### config.mk
export PLATFORM = sky130hd
export DESIGN_NAME = uart_rx_fifo
export DESIGN_NICKNAME = d
export VERILOG_FILES = /design/src/rtl/uart_pkg.sv /design/src/rtl/uart_fifo_mem.sv /design/src/rtl/uart_rx_fifo.sv
export SDC_FILE = /design/constraint.sdc
export NUM_CORES = 1
export LEC_CHECK = 0
export CORE_ASPECT_RATIO = 1.1
export CORE_MARGIN = 2
export CORE_UTILIZATION = 44
export CTS_BUF_LIST = sky130_fd_sc_hd__clkbuf_4 sky130_fd_sc_hd__clkbuf_8
export DETAILED_ROUTE_END_ITERATION = 10
export PLACE_DENSITY = 0.61
export SYNTH_ARGS = -nofsm -noshare
export SYNTH_HDL_FRONTEND = slang
export SYNTH_SLANG_ARGS = --single-unit
### constraint.sdc
create_clock -name clk -period 2.8 [get_ports clk]
set_input_delay 0.28 -clock clk [delete_from_list [all_inputs] [get_ports clk]]
set_output_delay 0.28 -clock clk [all_outputs]
set_load 0.1 [all_outputs]
### src/rtl/uart_pkg.sv
// Shared constants for the UART receive path.
// Frame entry layout: {stop_error, par_error, data[7:0]}.
package uart_pkg;
  localparam int UART_FW       = 10;
  localparam int UART_DATA_MSB = 7;
  localparam int UART_PAR_BIT  = 8;
  localparam int UART_STOP_BIT = 9;
  localparam int UART_DEPTH    = 8;
  localparam int UART_ECW      = 8;
endpackage

### src/rtl/uart_fifo_mem.sv
// Frame storage array.
// Synchronous write, combinational read, contents not reset.
module uart_fifo_mem #(
  parameter int DEPTH = 8,
  parameter int AW    = $clog2(DEPTH),
  parameter int W     = 10
) (
  input  logic          clk,
  input  logic          i_we,
  input  logic [AW-1:0] i_waddr,
  input  logic [W-1:0]  i_wdata,
  input  logic [AW-1:0] i_raddr,
  output logic [W-1:0]  o_rdata
);
  logic [W-1:0] r_mem [DEPTH];

  always_ff @(posedge clk) begin
    if (i_we) r_mem[i_waddr] <= i_wdata;
  end

  assign o_rdata = r_mem[i_raddr];
endmodule

### src/rtl/uart_rx_fifo.sv
// Receive frame FIFO with first-word-fall-through read side,
// sticky overflow and saturating frame-error counter.
module uart_rx_fifo
  import uart_pkg::*;
#(
  parameter int DEPTH    = UART_DEPTH,
  parameter int AW       = $clog2(DEPTH),
  parameter bit DROP_ERR = 1'b0,
  parameter int ECW      = UART_ECW
) (
  input  logic           clk,
  input  logic           rst,
  input  logic           data_valid,
  input  logic [7:0]     p_data,
  input  logic           par_error,
  input  logic           stop_error,
  input  logic           rd_ready,
  output logic           rd_valid,
  output logic [7:0]     rd_data,
  output logic           rd_par_err,
  output logic           rd_stop_err,
  output logic [AW:0]    level,
  output logic           full,
  output logic           empty,
  output logic           overflow,
  output logic [ECW-1:0] err_cnt,
  input  logic           clr
);
  localparam logic [AW:0] LVL_MAX = (AW+1)'(DEPTH);

  logic [AW-1:0]      r_wp;
  logic [AW-1:0]      r_rp;
  logic [AW:0]        r_level;
  logic               r_ovf;
  logic [ECW-1:0]     r_err_cnt;

  logic               w_err;
  logic               w_push_req;
  logic               w_pop;
  logic               w_push;
  logic               w_full;
  logic               w_empty;
  logic               w_lost;
  logic [UART_FW-1:0] w_wdata;
  logic [UART_FW-1:0] w_rdata;

  assign w_err      = par_error | stop_error;
  assign w_push_req = data_valid & ~(DROP_ERR & w_err);
  assign w_full     = (r_level == LVL_MAX);
  assign w_empty    = (r_level == '0);
  assign w_pop      = ~w_empty & rd_ready;
  // A full FIFO still takes a frame when the head leaves this cycle.
  assign w_push     = w_push_req & (~w_full | w_pop);
  assign w_lost     = w_push_req & w_full & ~w_pop;
  assign w_wdata    = {stop_error, par_error, p_data};

  uart_fifo_mem #(
    .DEPTH (DEPTH),
    .AW    (AW),
    .W     (UART_FW)
  ) u_mem (
    .clk     (clk),
    .i_we    (w_push),
    .i_waddr (r_wp),
    .i_wdata (w_wdata),
    .i_raddr (r_rp),
    .o_rdata (w_rdata)
  );

  always_ff @(posedge clk) begin
    if (!rst) begin
      r_wp      <= '0;
      r_rp      <= '0;
      r_level   <= '0;
      r_ovf     <= 1'b0;
      r_err_cnt <= '0;
    end else begin
      if (w_push) r_wp <= r_wp + AW'(1);
      if (w_pop)  r_rp <= r_rp + AW'(1);
      unique case ({w_push, w_pop})
        2'b10:   r_level <= r_level + (AW+1)'(1);
        2'b01:   r_level <= r_level - (AW+1)'(1);
        default: r_level <= r_level;
      endcase
      // A new loss wins over a clear in the same cycle.
      if (w_lost)   r_ovf <= 1'b1;
      else if (clr) r_ovf <= 1'b0;
      if (clr)
        r_err_cnt <= '0;
      else if (data_valid & w_err & (r_err_cnt != '1))
        r_err_cnt <= r_err_cnt + ECW'(1);
    end
  end

  assign rd_valid    = ~w_empty;
  assign rd_data     = w_rdata[UART_DATA_MSB:0];
  assign rd_par_err  = w_rdata[UART_PAR_BIT];
  assign rd_stop_err = w_rdata[UART_STOP_BIT];
  assign level       = r_level;
  assign full        = w_full;
  assign empty       = w_empty;
  assign overflow    = r_ovf;
  assign err_cnt     = r_err_cnt;
endmodule

==> results.md <==
Outcome:
- The run finished with clean final reports.

Finish:
- The total inserted antenna cells is 0.
- The layout-stage area growth over the synthesis result is 20.91%.
- The layout net count is 328.
- The most common library cell in the layout ignoring fill and taps is sky130_fd_sc_hd__edfxtp_1.
- Leaving out fill and tap cells, the most frequent cells in the layout are 80 x sky130_fd_sc_hd__edfxtp_1, 32 x sky130_fd_sc_hd__buf_4, 22 x sky130_fd_sc_hd__dfxtp_1.
- Summing all non-filler instances in the final layout gives an area of 5029 µm².
- The fraction of final layout cells sized beyond drive strength 1 is 29.30%.
- Measured on the finished design, the core utilization comes to 54.31%.

Critical path:
- The minimum setup slack among reg-to-reg paths is 0.70 ns.
- The end of the worst register-to-register path is level[2].
- By startpoint and endpoint, the worst setup path is classified as flip-flop to output port.
- The worst path arrival time is 2.09 ns.
- The startpoint type of the worst setup path is a flip-flop.
- The largest fanout on the critical path is 20.
- The critical path required time is 2.52 ns.
- STA classifies the critical path endpoint as an output port.
- Counting cells, the worst reg-to-reg path comes to 8.
- The worst register-to-register path begins at level[0].

Synthesis:
- The number of distinct library cells after synthesis is 42.
- In this run the biggest area consumer among cell types represents 57.76% of the synthesized area.
- The prevailing post-synth register cell is sky130_fd_sc_hd__edfxtp_1.
- The count of flip-flops with a built-in enable after synthesis is 80.
- The cell accounting for the most synthesized area is sky130_fd_sc_hd__edfxtp_1.
- The gate count after technology mapping is 253.
- Sequential cells were found to cover 68.35% of the synthesized design area.
- In this run the cell area of the synthesized design comes to 4159 µm².
- The async set-or-reset flop fraction in the synthesized netlist is 0%.
- Dividing the synthesized area by the synthesized cell count gives 16.44 µm².
- The number of nets handed over by synthesis was 272.
- Yosys attributes the largest share of cell area to sky130_fd_sc_hd__edfxtp_1 58%, sky130_fd_sc_hd__mux4_2 11%, sky130_fd_sc_hd__dfxtp_1 11%.
- The Yosys step of the flow raised 0 warnings.
- The flop and latch count out of synthesis is 102.

Worst hold path:
- The path with the worst hold slack has its endpoint at r_rp[1].
- The worst hold path was traced through 2 stages.
- The min-delay analysis places its worst path in the category flip-flop to flip-flop.
- The startpoint identified for the worst hold timing path is r_rp[1].

Route:
- The final routed wire length divided by cell count is 17.04 µm.
- After detailed routing, the total wire length is 7344 µm.
- In the routed layout, each cell is associated on average with a via count of 5.408.
- The number of iterations in the first detailed-routing pass is 4.
- The first routing iteration left 99 violations.
- Once detail routing completed, the nets flagged for antenna violations numbered 0.
- The residual DRC count is 0.
- The total vias in the final route is 2,331.

Global routing:
- The maximum number of pins on one net before global-route repair is 21.
- The global-route wire length before repair is 11,860 µm.
- The number of global-route vias before repair is 2,317.
- The global routing usage summed across all routing layers is 15.11%.
- The total overflow left after global routing is 0.
- The number of antenna violations at the first check in global routing is 0.

Clocking:
- Gates resized during post-CTS repair numbered 0.
- Clock-pin slew was measured on the worst setup and hold paths at 0.09 ns.
- TritonCTS built the clock tree.
- The depth of the CTS H-tree is 3.
- Clock latency on the worst-skew pair, taken at its later pin, is 0.35 ns.
- The buffer count from post-CTS setup fixing is 0.
- The number of buffers created by CTS is 9.
- The root buffer selected by CTS is sky130_fd_sc_hd__clkbuf_8.
- The number of sinks driven by the clock tree is 102.
- Hold repair after CTS inserted 0 buffers.
- The number of buffers between clock root and the deepest sink is 2.

Floorplanning:
- For this configuration, the core starts out at a cell density of 44.92%.
- The I/O pin total is 41.
- The chip height is 106.0 µm.
- The floorplan row count is 37.
- The die footprint is 10,250 µm².
- In this run the horizontal extent of the chip is 96.70 µm.
- The floorplan step defined a core boundary enclosing 9259 µm².

STA:
- The headroom to the max-slew limit is 62.14%.
- Setup repair after global routing left no endpoint under its margin.
- For the pin with the worst max-slew slack, the measured transition is 0.5671 ns.
- The portion of the clock cycle consumed by the worst path in the final layout is 84.76%.
- The number of failing hold endpoints at the final stage was 0.
- The final critical-path required period is 2.373 ns.
- The peak clock frequency supported by timing is 0.4213 GHz.
- The count of final setup violators is 0.
- The final setup skew is 0.01168 ns.
- The max-slew violation total from the final report is 0.
- In the final timing run, aggregate negative setup slack is 0 ns.
- The smallest setup slack after layout is 0.4266 ns.

Flow run:
- Max-cap violations in this run came to 0.

Placement:
- The count of buffers from port buffering is 40.
- The half-perimeter wire length after placement is 4768 µm.
- The pre-CTS setup slack is 0.6310 ns.
- The placer's final routability congestion estimate is 0.7684.
- The cell area after placement is 4830 µm².

Power:
- For this design the static power due to leakage is 0.001750 µW.
- The power per unit of standard cell area is 699.8 nW/µm².
- The maximum resistive drop on vdd is 0.4676 mV.
[worst max-delay path, cell delays in order (launching register included)]
cell and delay (ns):
sky130_fd_sc_hd__dfxtp_1 0.32, sky130_fd_sc_hd__buf_4 0.38, sky130_fd_sc_hd__mux4_2 0.57, sky130_fd_sc_hd__mux2_2 0.30
sky130_fd_sc_hd__buf_12 0.17
[where the power goes]
part           internal (µW)  switching [µW]
clock network            430             490
logic                    329             559
registers               1680            33.3
total                   2440            1080
[flip-flops by register name, indices dropped and copies added (netlist names), named ones only]
signal / count
u_mem.r_mem: 80
level: 4
err_cnt: 8
overflow: 1
r_rp: 3
r_wp: 3
[routing by layer]
| metal | global-route usage (%) | routed length, µm | up-vias |
|---|---|---|---|
| met5 | 0 | 0 | - |
| met4 | 5.634 | 127 | 0 |
| met3 | 3.945 | 334 | 8 |
| met2 | 25.20 | 3618 | 57 |
| met1 | 19.14 | 3263 | 1166 |
| li1 | - | - | 1100 |
[kinds of logic after synthesis]
group                      share of synthesized area [%]
DFF                                                68.35
and+or+nand+nor                                    8.062
muxes                                              14.74
AOI/OAI and AO/OA                                  4.603
buffers and inverters                              1.775
xor gates and xnor gates                           1.264
adders and majority gates                          1.203
[synth_stat cells (4+ instances only)]
library cell / number
sky130_fd_sc_hd__edfxtp_1: 80
sky130_fd_sc_hd__dfxtp_1: 22
sky130_fd_sc_hd__mux4_2: 20
sky130_fd_sc_hd__nand2_1: 14
sky130_fd_sc_hd__nor2_1: 14
sky130_fd_sc_hd__mux2_2: 10
sky130_fd_sc_hd__o21ai_0: 6
sky130_fd_sc_hd__mux2i_1: 5
sky130_fd_sc_hd__nand3_1: 5
sky130_fd_sc_hd__nor3_1: 5
sky130_fd_sc_hd__and2_1: 4
sky130_fd_sc_hd__buf_2: 4
sky130_fd_sc_hd__ha_1: 4
sky130_fd_sc_hd__nand2b_1: 4
sky130_fd_sc_hd__nand4_1: 4
sky130_fd_sc_hd__nor2b_1: 4
[per-stage QoR]
stage	total power (µW)	std cells	hold WS, ns
6_report	3519	431	0.4875
5_1_grt	3670	431	0.5376
4_1_cts	3566	431	0.4923
3_5_place_dp	2645	415	0.4786
3_3_place_gp	2634	415	0.4733
2_1_floorplan	2378	253	0.3789
[layout make-up]
class	count	area, µm²
inverter	3	11.26
fill	775	4230
sequential	102	2843
clock buffer	10	131.4
timing repair buffer	56	580.6
tap	117	146.4
clock inverter	6	67.56
multi-input combinational	137	1249
[how the worst max path moves through the flow]
stage,start,to,slack (ns),cells past startpoint
final,flip-flop,rd_data[1],0.43,4
after global routing,flip-flop,rd_par_err,0.29,4
after CTS,flip-flop,rd_par_err,0.37,4
after detailed placement,rd_ready,level[2],0.63,8
after global placement,rd_ready,level[2],0.67,8
after floorplan,level[1],level[2],0.06,10
(Power assumes the default switching activity.)
